## src/rtl/alu_arbiter_if.sv

```systemverilog
// Signal bundle between alu_arbiter, its two requesters and the shared ALU.
// The slave modport is the arbiter's view; master is the surrounding system.
interface alu_arbiter_if #(
    parameter int DATA_W = 16
);
    logic              req_valid_0;
    logic              req_ready_0;
    logic [DATA_W-1:0] req_a_0;
    logic [DATA_W-1:0] req_b_0;
    logic [2:0]        req_op_0;
    logic              req_valid_1;
    logic              req_ready_1;
    logic [DATA_W-1:0] req_a_1;
    logic [DATA_W-1:0] req_b_1;
    logic [2:0]        req_op_1;
    logic              resp_valid_0;
    logic              resp_ready_0;
    logic              resp_valid_1;
    logic              resp_ready_1;
    logic [DATA_W:0]   resp_o;
    logic [3:0]        resp_flags;
    logic [DATA_W-1:0] alu_a;
    logic [DATA_W-1:0] alu_b;
    logic [2:0]        alu_op;
    logic [DATA_W:0]   alu_o;
    logic              alu_s;
    logic              alu_c;
    logic              alu_p;
    logic              alu_z;
    logic              busy;

    modport slave (
        input  req_valid_0, req_a_0, req_b_0, req_op_0,
        input  req_valid_1, req_a_1, req_b_1, req_op_1,
        input  resp_ready_0, resp_ready_1,
        input  alu_o, alu_s, alu_c, alu_p, alu_z,
        output req_ready_0, req_ready_1,
        output resp_valid_0, resp_valid_1, resp_o, resp_flags,
        output alu_a, alu_b, alu_op, busy
    );

    modport master (
        output req_valid_0, req_a_0, req_b_0, req_op_0,
        output req_valid_1, req_a_1, req_b_1, req_op_1,
        output resp_ready_0, resp_ready_1,
        output alu_o, alu_s, alu_c, alu_p, alu_z,
        input  req_ready_0, req_ready_1,
        input  resp_valid_0, resp_valid_1, resp_o, resp_flags,
        input  alu_a, alu_b, alu_op, busy
    );
endinterface

```

## src/rtl/alu_arbiter.sv

```systemverilog
// Round-robin sharing of one combinational ALU between two requesters,
// with registered operands and a result captured after ALU_LAT settle cycles.
module alu_arbiter #(
    parameter int DATA_W  = 16,
    parameter int ALU_LAT = 1
) (
    input logic          clk,
    input logic          rst,
    alu_arbiter_if.slave bus
);
    localparam int CNT_W = (ALU_LAT > 1) ? $clog2(ALU_LAT) : 1;

    typedef enum logic [1:0] {IDLE, EXEC, RESP} state_t;

    state_t            state;
    logic              grant;
    logic              last_grant;
    logic              pick;
    logic              any_valid;
    logic [CNT_W-1:0]  cnt;
    logic [DATA_W-1:0] op_a;
    logic [DATA_W-1:0] op_b;
    logic [2:0]        op_code;
    logic [DATA_W:0]   result;
    logic [3:0]        flags;
    logic              valid_0;
    logic              valid_1;

    // When both ports ask, the one not served last wins.
    always_comb begin
        any_valid = bus.req_valid_0 | bus.req_valid_1;
        pick      = (bus.req_valid_0 && bus.req_valid_1) ? ~last_grant : bus.req_valid_1;
    end

    assign bus.req_ready_0  = (state == IDLE) && any_valid && !pick;
    assign bus.req_ready_1  = (state == IDLE) && any_valid && pick;
    assign bus.resp_valid_0 = valid_0;
    assign bus.resp_valid_1 = valid_1;
    assign bus.resp_o       = result;
    assign bus.resp_flags   = flags;
    assign bus.alu_a        = op_a;
    assign bus.alu_b        = op_b;
    assign bus.alu_op       = op_code;
    assign bus.busy         = (state != IDLE);

    // RESP spends one cycle raising resp_valid, so the response is flagged
    // ALU_LAT+1 edges after acceptance with the captured result already stable.
    always_ff @(posedge clk) begin
        if (rst) begin
            state      <= IDLE;
            grant      <= 1'b0;
            last_grant <= 1'b1;
            cnt        <= '0;
            op_a       <= '0;
            op_b       <= '0;
            op_code    <= '0;
            result     <= '0;
            flags      <= '0;
            valid_0    <= 1'b0;
            valid_1    <= 1'b0;
        end else begin
            case (state)
                IDLE: begin
                    if (any_valid) begin
                        grant   <= pick;
                        op_a    <= pick ? bus.req_a_1  : bus.req_a_0;
                        op_b    <= pick ? bus.req_b_1  : bus.req_b_0;
                        op_code <= pick ? bus.req_op_1 : bus.req_op_0;
                        cnt     <= CNT_W'(ALU_LAT - 1);
                        state   <= EXEC;
                    end
                end
                EXEC: begin
                    if (cnt == '0) begin
                        result <= bus.alu_o;
                        flags  <= {bus.alu_s, bus.alu_c, bus.alu_p, bus.alu_z};
                        state  <= RESP;
                    end else begin
                        cnt <= cnt - 1'b1;
                    end
                end
                RESP: begin
                    if (!(valid_0 || valid_1)) begin
                        valid_0 <= !grant;
                        valid_1 <= grant;
                    end else if (grant ? bus.resp_ready_1 : bus.resp_ready_0) begin
                        valid_0    <= 1'b0;
                        valid_1    <= 1'b0;
                        last_grant <= grant;
                        state      <= IDLE;
                    end
                end
                default: state <= IDLE;
            endcase
        end
    end
endmodule
```

## src/flat_wrapper.sv

```systemverilog
// flat-port wrapper written by rule: the top's interface ports become plain ports
module alu_arbiter_flat 
#(
    parameter int DATA_W  = 16,
    parameter int ALU_LAT = 1
)
  (clk, rst, bus_req_valid_0, bus_req_a_0, bus_req_b_0, bus_req_op_0, bus_req_valid_1, bus_req_a_1, bus_req_b_1, bus_req_op_1, bus_resp_ready_0, bus_resp_ready_1, bus_alu_o, bus_alu_s, bus_alu_c, bus_alu_p, bus_alu_z, bus_req_ready_0, bus_req_ready_1, bus_resp_valid_0, bus_resp_valid_1, bus_resp_o, bus_resp_flags, bus_alu_a, bus_alu_b, bus_alu_op, bus_busy);
  alu_arbiter_if #(.DATA_W(DATA_W)) bus_i ();
  input logic clk;
  input logic rst;
  input wire logic [$bits(bus_i.req_valid_0)-1:0] bus_req_valid_0;
  input wire logic [$bits(bus_i.req_a_0)-1:0] bus_req_a_0;
  input wire logic [$bits(bus_i.req_b_0)-1:0] bus_req_b_0;
  input wire logic [$bits(bus_i.req_op_0)-1:0] bus_req_op_0;
  input wire logic [$bits(bus_i.req_valid_1)-1:0] bus_req_valid_1;
  input wire logic [$bits(bus_i.req_a_1)-1:0] bus_req_a_1;
  input wire logic [$bits(bus_i.req_b_1)-1:0] bus_req_b_1;
  input wire logic [$bits(bus_i.req_op_1)-1:0] bus_req_op_1;
  input wire logic [$bits(bus_i.resp_ready_0)-1:0] bus_resp_ready_0;
  input wire logic [$bits(bus_i.resp_ready_1)-1:0] bus_resp_ready_1;
  input wire logic [$bits(bus_i.alu_o)-1:0] bus_alu_o;
  input wire logic [$bits(bus_i.alu_s)-1:0] bus_alu_s;
  input wire logic [$bits(bus_i.alu_c)-1:0] bus_alu_c;
  input wire logic [$bits(bus_i.alu_p)-1:0] bus_alu_p;
  input wire logic [$bits(bus_i.alu_z)-1:0] bus_alu_z;
  output wire logic [$bits(bus_i.req_ready_0)-1:0] bus_req_ready_0;
  output wire logic [$bits(bus_i.req_ready_1)-1:0] bus_req_ready_1;
  output wire logic [$bits(bus_i.resp_valid_0)-1:0] bus_resp_valid_0;
  output wire logic [$bits(bus_i.resp_valid_1)-1:0] bus_resp_valid_1;
  output wire logic [$bits(bus_i.resp_o)-1:0] bus_resp_o;
  output wire logic [$bits(bus_i.resp_flags)-1:0] bus_resp_flags;
  output wire logic [$bits(bus_i.alu_a)-1:0] bus_alu_a;
  output wire logic [$bits(bus_i.alu_b)-1:0] bus_alu_b;
  output wire logic [$bits(bus_i.alu_op)-1:0] bus_alu_op;
  output wire logic [$bits(bus_i.busy)-1:0] bus_busy;
  assign bus_i.req_valid_0 = bus_req_valid_0;
  assign bus_i.req_a_0 = bus_req_a_0;
  assign bus_i.req_b_0 = bus_req_b_0;
  assign bus_i.req_op_0 = bus_req_op_0;
  assign bus_i.req_valid_1 = bus_req_valid_1;
  assign bus_i.req_a_1 = bus_req_a_1;
  assign bus_i.req_b_1 = bus_req_b_1;
  assign bus_i.req_op_1 = bus_req_op_1;
  assign bus_i.resp_ready_0 = bus_resp_ready_0;
  assign bus_i.resp_ready_1 = bus_resp_ready_1;
  assign bus_i.alu_o = bus_alu_o;
  assign bus_i.alu_s = bus_alu_s;
  assign bus_i.alu_c = bus_alu_c;
  assign bus_i.alu_p = bus_alu_p;
  assign bus_i.alu_z = bus_alu_z;
  assign bus_req_ready_0 = bus_i.req_ready_0;
  assign bus_req_ready_1 = bus_i.req_ready_1;
  assign bus_resp_valid_0 = bus_i.resp_valid_0;
  assign bus_resp_valid_1 = bus_i.resp_valid_1;
  assign bus_resp_o = bus_i.resp_o;
  assign bus_resp_flags = bus_i.resp_flags;
  assign bus_alu_a = bus_i.alu_a;
  assign bus_alu_b = bus_i.alu_b;
  assign bus_alu_op = bus_i.alu_op;
  assign bus_busy = bus_i.busy;
  alu_arbiter #(.DATA_W(DATA_W), .ALU_LAT(ALU_LAT)) u_core (.clk(clk), .rst(rst), .bus(bus_i));
endmodule
```

## config.mk

```make
export PLATFORM = sky130hd
export DESIGN_NAME = alu_arbiter_flat
export DESIGN_NICKNAME = d
export VERILOG_FILES = /design/src/rtl/alu_arbiter_if.sv /design/src/rtl/alu_arbiter.sv /design/src/flat_wrapper.sv
export SDC_FILE = /design/constraint.sdc
export NUM_CORES = 1
export LEC_CHECK = 0
export CORE_MARGIN = 2
export CORE_UTILIZATION = 37
export CTS_BUF_LIST = sky130_fd_sc_hd__clkbuf_16
export CTS_CLUSTER_SIZE = 25
export DETAILED_ROUTE_END_ITERATION = 8
export PLACE_DENSITY = 0.8
export REMOVE_ABC_BUFFERS = 1
export SLEW_MARGIN = 5
export SYNTH_ARGS = -nofsm -noshare
export SYNTH_HDL_FRONTEND = slang
export SYNTH_SLANG_ARGS = --single-unit
```

## constraint.sdc

```tcl
create_clock -name clk -period 1.4 [get_ports clk]
set_clock_uncertainty 0.05 [all_clocks]
set_input_delay 0.28 -clock clk [delete_from_list [all_inputs] [get_ports clk]]
set_output_delay 0.28 -clock clk [all_outputs]
set_load 0.02 [all_outputs]
```

==> flow_summary_export.csv, run 1 <==
group,metric,value,unit
outcome,outcome,"finished, violations left",
outcome,violations,"negative setup slack",
global_route,grt_antenna_before_repair,0,
floorplan,core_area,6756,um^2
detailed_routing,drt_pre_antenna_iters,4,
setup_path,cp_slowest_cell,"dfxtp_2",
setup_path,crit_path_end_kind,"output pin",
setup_path,start_kind,"register",
yosys,async_flop_share,0,
global_route,grt_pass1_vias,2950,
floorplan,dieArea,7618,um^2
sta,fin_hold_ws,366.6,ps
yosys,syn-cell-area,2566,um^2
clock_network,cts_inserted_buffers,9,
yosys,syn_avg_cell_area,7.920,um^2
detailed_routing,vias_per_cell,5.461,
floorplan,io_pins,158,
global_route,grt-ovfl-total,0,
clock_network,cts_max_level,3,
detailed_routing,wl,9.173,mm
layout,n_fill_cell,590,
placed_design,place_congestion,0.7520,
sta,final_hold_viol_count,0,
clock_network,ctsRootBufferMaster,"clkbuf_16",
clock_network,cts.clk_slew.worst_paths,50,ps
flow_run,cap_violations,0,
detailed_routing,drtIter0Drc,176,
setup_path,path_class,"reg2out",
detailed_routing,routedWlPerCell,16.26,um
yosys,netlist.area_leader.share,0.4837,
floorplan,chipHeight,87.28,um
setup_path,critical_path_buf_inv_count,1,
placed_design,hpwlAfterDp,6.252,mm
sta,layout_setup_ws,-79.15,ps
setup_path,crit_required,1070,ps
clock_network,cts.sink_count,62,
sta,finalMaxSlewViolations,0,
layout,fin_nets,576,
floorplan,die-width,87.28,um
sta,worstMarginPinSlew,416.5,ps
sta,slew_headroom,0.7223,
yosys,netlist_instances,324,
yosys,synthDistinctLibCells,26,
pwr,peakVddDrop,689.1,uV
setup_path,critical_path.max_fanout,3,
sta,rsz0062_at_grt,"true",
layout,diodes,0,
layout,syn2layout_area_growth,78.11,%
detailed_routing,ant_nets,0,
pwr,power_density,1276,nW/um^2
min_path,hold_path.class,"in2reg",
sta,post-route-period-util,1.057,
yosys,ys_ff_latch,62,
sta,timing.fmax,676.1,MHz
yosys,ys_seq_area_frac,0.4837,
global_route,grt_max_degree,47,
global_route,grt_usage,0.2399,
yosys,ys.flop_type,"dfxtp_1",
global_route,grt_pass1_wl,14.45,mm
setup_path,critical_path.top_delay_family,"simple AND/OR/NAND/NOR gates",
clock_network,clock_latency,320,ps
sta,setup_viol,7,
floorplan,start_util,0.3798,
yosys,synthTopCellsByCount,"nand3_1 (70), dfxtp_1 (62), nand2_1 (43)",
layout,ff_latch_area,1246,um^2
layout,fin_util,0.6765,
setup_path,crit_path_cell_trace,"nor3b_4, and2_4, buf_6",
sta,finalCriticalPeriod,1479,ps
yosys,yosysMostFrequentCell,"nand3_1",
clock_network,cts_hold_buf,0,
yosys,synth-edff-count,0,
layout,final-instance-count-excl-fill,564,
detailed_routing,drc,0,
clock_network,cts_tree,"yes",
floorplan,num_rows,30,
yosys,yosys_warnings,0,
placed_design,io_buffers,157,
yosys,yosys-top-cells-area,"dfxtp_1 (48%), nand3_1 (14%), a31oi_1 (8.5%), nand2_1 (6.3%), o21ai_0 (6.0%)",
yosys,synth.largest_area_cell,"dfxtp_1",
detailed_routing,vias,3080,
clock_network,ctsLongestPathBuffers,2,
layout,drive_gt1_frac,0.1012,
placed_design,numPlacedInstances,547,
layout,multi_input_area,1207,um^2
setup_path,cp.arrival,1150,ps
pwr,p_leak,0.001872,uW
setup_path,slowest_delay,350,ps
==> path summary, 6_finish.rpt <==
kind,start,end,slack (ps),depth (start not counted)
setup / recovery,u_core.state[1],bus_req_ready_0,-80,3
hold / removal,rst,u_core.bus.resp_o[12],370,3
setup reg to reg,u_core.state[1],u_core.bus.alu_a[14],-20,4
hold reg to reg,u_core.bus.resp_o[11],u_core.bus.resp_o[11],400,2
==> cell usage in the layout, fill, tap and decap left out, types with 4 or more instances in the layout <==
cell type / n
dfxtp_1: 60
o21ai_0: 31
clkdlybuf4s50_1: 93
buf_6: 4
buf_4: 13
nand3_1: 70
o21ai_1: 6
a21oi_1: 25
dlygate4sd2_1: 58
nand2_1: 42
clkbuf_16: 9
a31oi_1: 35
==> routing by layer <==
| layer | global-route usage | vias to the layer above | wire length [um] |
|---|---|---|---|
| met5 | 0 | - | 0 |
| met4 | 0.09650 | 0 | 182 |
| met3 | 0.06351 | 14 | 865 |
| met2 | 0.3981 | 149 | 4396 |
| met1 | 0.2942 | 1439 | 3727 |
| li1 | - | 1478 | - |
==> what timing repair did <==
action	4_1_cts	5_1_grt
endpoints found under the setup margin	98	41
pin swaps	1	3
setup buffers	1	0
resized for setup	80	9
==> sequential cells by signal (all words and copies together), names as in the netlist <==
register / flops
u_core.bus.resp_o: 17
u_core.bus.alu_a: 16
u_core.bus.alu_b: 16
u_core.bus.resp_flags: 4
u_core.bus.alu_op: 3
u_core.state: 2
u_core.bus.resp_valid_0: 1
u_core.bus.resp_valid_1: 1
u_core.grant: 1
u_core.last_grant: 1
==> power breakdown <==
group	switching, uW	leakage, uW	internal, uW	total, uW
Sequential	79.1	0.000510	1920	2000
Clock	808	0.000162	1740	2550
Combinational	681	0.00120	604	1290
Total	1570	0.00187	4260	5830
==> kinds of logic (layout without fill, tap and decap cells) <==
kind of cell	after synthesis	in the layout	share of synthesized area
compound gates	99	99	0.2136
buf+inv	32	192	0.05168
flops	62	62	0.4837
mux	2	2	0.007801
simple gates	129	129	0.2433
==> per-stage QoR <==
| stage | setup TNS [ps] | setup slack (ps) | cell area [um^2] | total power (uW) |
|---|---|---|---|---|
| final | -128.4 | -79.15 | 4571 | 5832 |
| after global routing | -2769 | -117.1 | 4571 | 6063 |
| after floorplan | -13240 | -432.8 | 2441 | 2578 |
| after detailed placement | -16150 | -684.7 | 4275 | 3396 |
| after global placement | -15070 | -687.9 | 4275 | 3377 |
| after CTS | -172.3 | -99.34 | 4557 | 5851 |
==> area by class of cell <==
class                      count  share of cell area
clock buffer                   9             0.04927
clock inverter                 7             0.02683
inverter                       2            0.001642
multi-input combinational    230              0.2642
sequential                    62              0.2727
tap                           80             0.02190
timing repair buffer         174              0.3635
==> worst min-delay path, cell delays in order <==
cell     delay, ps
buf_2          120
buf_12         230
a21oi_1         60
No activity file was read; power rests on OpenSTA's default activity.
==> run 2, diff against run 1 <==
--- a/config.mk
+++ b/config.mk
@@ -10,8 +10,10 @@
 export CTS_BUF_LIST = sky130_fd_sc_hd__clkbuf_16
 export CTS_CLUSTER_SIZE = 25
 export DETAILED_ROUTE_END_ITERATION = 8
+export GPL_TIMING_DRIVEN = 0
 export PLACE_DENSITY = 0.8
 export REMOVE_ABC_BUFFERS = 1
+export SKIP_CTS_REPAIR_TIMING = 1
 export SLEW_MARGIN = 5
 export SYNTH_ARGS = -nofsm -noshare
 export SYNTH_HDL_FRONTEND = slang
==> flow_summary_export.csv, run 2 (synthesis results as in run 1) <==
group,metric,value,unit
sta,fin_tns_setup,-820.6,ps
setup_path,critical_path.max_fanout,5,
placed_design,io_buffers,157,
placed_design,place_congestion,0.7722,
layout,n_fill_cell,496,
sta,rsz0062_at_grt,"true",
detailed_routing,wl,11.22,mm
setup_path,start_kind,"register",
layout,syn2layout_area_growth,101.5,%
layout,largest_reg_flops,17,
sta,worstMarginPinSlew,527.5,ps
sta,layout_setup_ws,-272.6,ps
sta,setup_viol,9,
clock_network,cts_inserted_buffers,9,
sta,post-route-period-util,1.195,
setup_path,cp.arrival,1340,ps
detailed_routing,routedWlPerCell,19.08,um
layout,fin_nets,600,
sta,timing.fmax,597.9,MHz
layout,drive_gt1_frac,0.1831,
detailed_routing,vias,3326,
setup_path,slowest_delay,370,ps
flow_run,cap_violations,0,
pwr,peakVddDrop,636.7,uV
layout,final_common_cell,"clkdlybuf4s50_1",
floorplan,chipHeight,87.28,um
setup_path,cp_slowest_cell,"dfxtp_4",
floorplan,core_area,6756,um^2
floorplan,die-width,87.28,um
sta,slew_headroom,0.6483,
setup_path,crit_required,1070,ps
outcome,violations,"negative setup slack",
global_route,grt_pass1_wl,13.88,mm
global_route,grt-ovfl-total,0,
global_route,grt_max_degree,42,
setup_path,crit_path_end_kind,"output pin",
clock_network,cts.sink_count,62,
global_route,grt_antenna_before_repair,0,
detailed_routing,drtIter0Drc,222,
layout,ff_latch_area,1252,um^2
detailed_routing,drc,0,
setup_path,critPathLaunch,"u_core.state[1]",
detailed_routing,drt_pre_antenna_iters,5,
setup_path,r2r-start,"u_core.state[1]",
sta,finalCriticalPeriod,1673,ps
setup_path,crit_path_cell_trace,"nor3b_4, buf_12, and2_4, buf_6",
setup_path,path_class,"reg2out",
placed_design,hpwlAfterDp,6.086,mm
sta,finalMaxSlewViolations,0,
global_route,grt_usage,0.2295,
min_path,worstHoldStart,"rst",
layout,final_cell_mix,"clkdlybuf4s50_1 (93), dlymetal6s2s_1 (59), dfxtp_1 (59)",
clock_network,ctsRootBufferMaster,"clkbuf_16",
floorplan,num_rows,30,
detailed_routing,ant_nets,0,
global_route,grt_pass1_vias,2877,
floorplan,dieArea,7618,um^2
floorplan,start_util,0.3798,
detailed_routing,vias_per_cell,5.656,
clock_network,ctsLongestPathBuffers,2,
clock_network,clock_latency,320,ps
clock_network,cts_max_level,3,
layout,fin_area,5170,um^2
clock_network,cts_tree,"yes",
layout,multi_input_area,1369,um^2
min_path,hold_path.class,"in2reg",
sta,final_hold_viol_count,0,
pwr,p_leak,0.002789,uW
outcome,outcome,"finished, violations left",
layout,diodes,0,
setup_path,regToRegSetupSlack,-50,ps
clock_network,cts.clk_slew.worst_paths,50,ps
pwr,power_density,1084,nW/um^2
floorplan,io_pins,158,
placed_design,dpl_cell_area,4210,um^2
-- run 2: power breakdown --
part	internal (uW)	total, uW	switching, uW
Sequential	1920	2000	83.8
Clock	1180	1960	782
Combinational	831	1640	809
-- run 2: metal layers --
layer	vias to the layer above	GRT usage	share of wire	routed length (um)
met1	1590	0.2850	0.40	4467
li1	1530	-	-	-
met2	182	0.3781	0.49	5541
met3	24	0.06730	0.086	968
met5	-	0	0	0
met4	0	0.07972	0.022	242
-- run 2: final timing paths --
| path | endpoint | cells past startpoint |
|---|---|---|
| setup / recovery | bus_req_ready_0 | 4 |
| hold / removal | u_core.bus.resp_valid_1 | 2 |
| setup reg to reg | u_core.bus.alu_a[1] | 6 |
| hold reg to reg | u_core.bus.resp_o[11] | 2 |
-- run 2: worst max-delay path, delay by kind of cell, from the launching register on --
| family | cells | cell delay [ps] |
|---|---|---|
| simple gates | 2 | 390 |
| flops | 1 | 370 |
| buf+inv | 2 | 260 |
-- run 2: cell type report --
type / count / area share
flip-flops and latches: 62 / 0.2423
repair buffers: 195 / 0.4192
clock buffers: 9 / 0.04356
well taps: 80 / 0.01936
clock inverters: 7 / 0.007986
inverters: 2 / 0.002904
multi-input cells: 233 / 0.2648
-- run 2: per-stage QoR --
stage	hold WS [ps]	utilization	worst slack, ps	cells	power, uW
2_1_floorplan	299.1	-	-432.8	294	2578
3_5_place_dp	396.3	0.6231	-1269	535	3349
4_1_cts	355.7	0.6626	-1545	551	5301
6_report	385.2	0.7652	-272.6	588	5602
5_1_grt	400.8	0.7652	-289.9	588	5797
3_3_place_gp	391.7	0.6087	-1878	531	3296
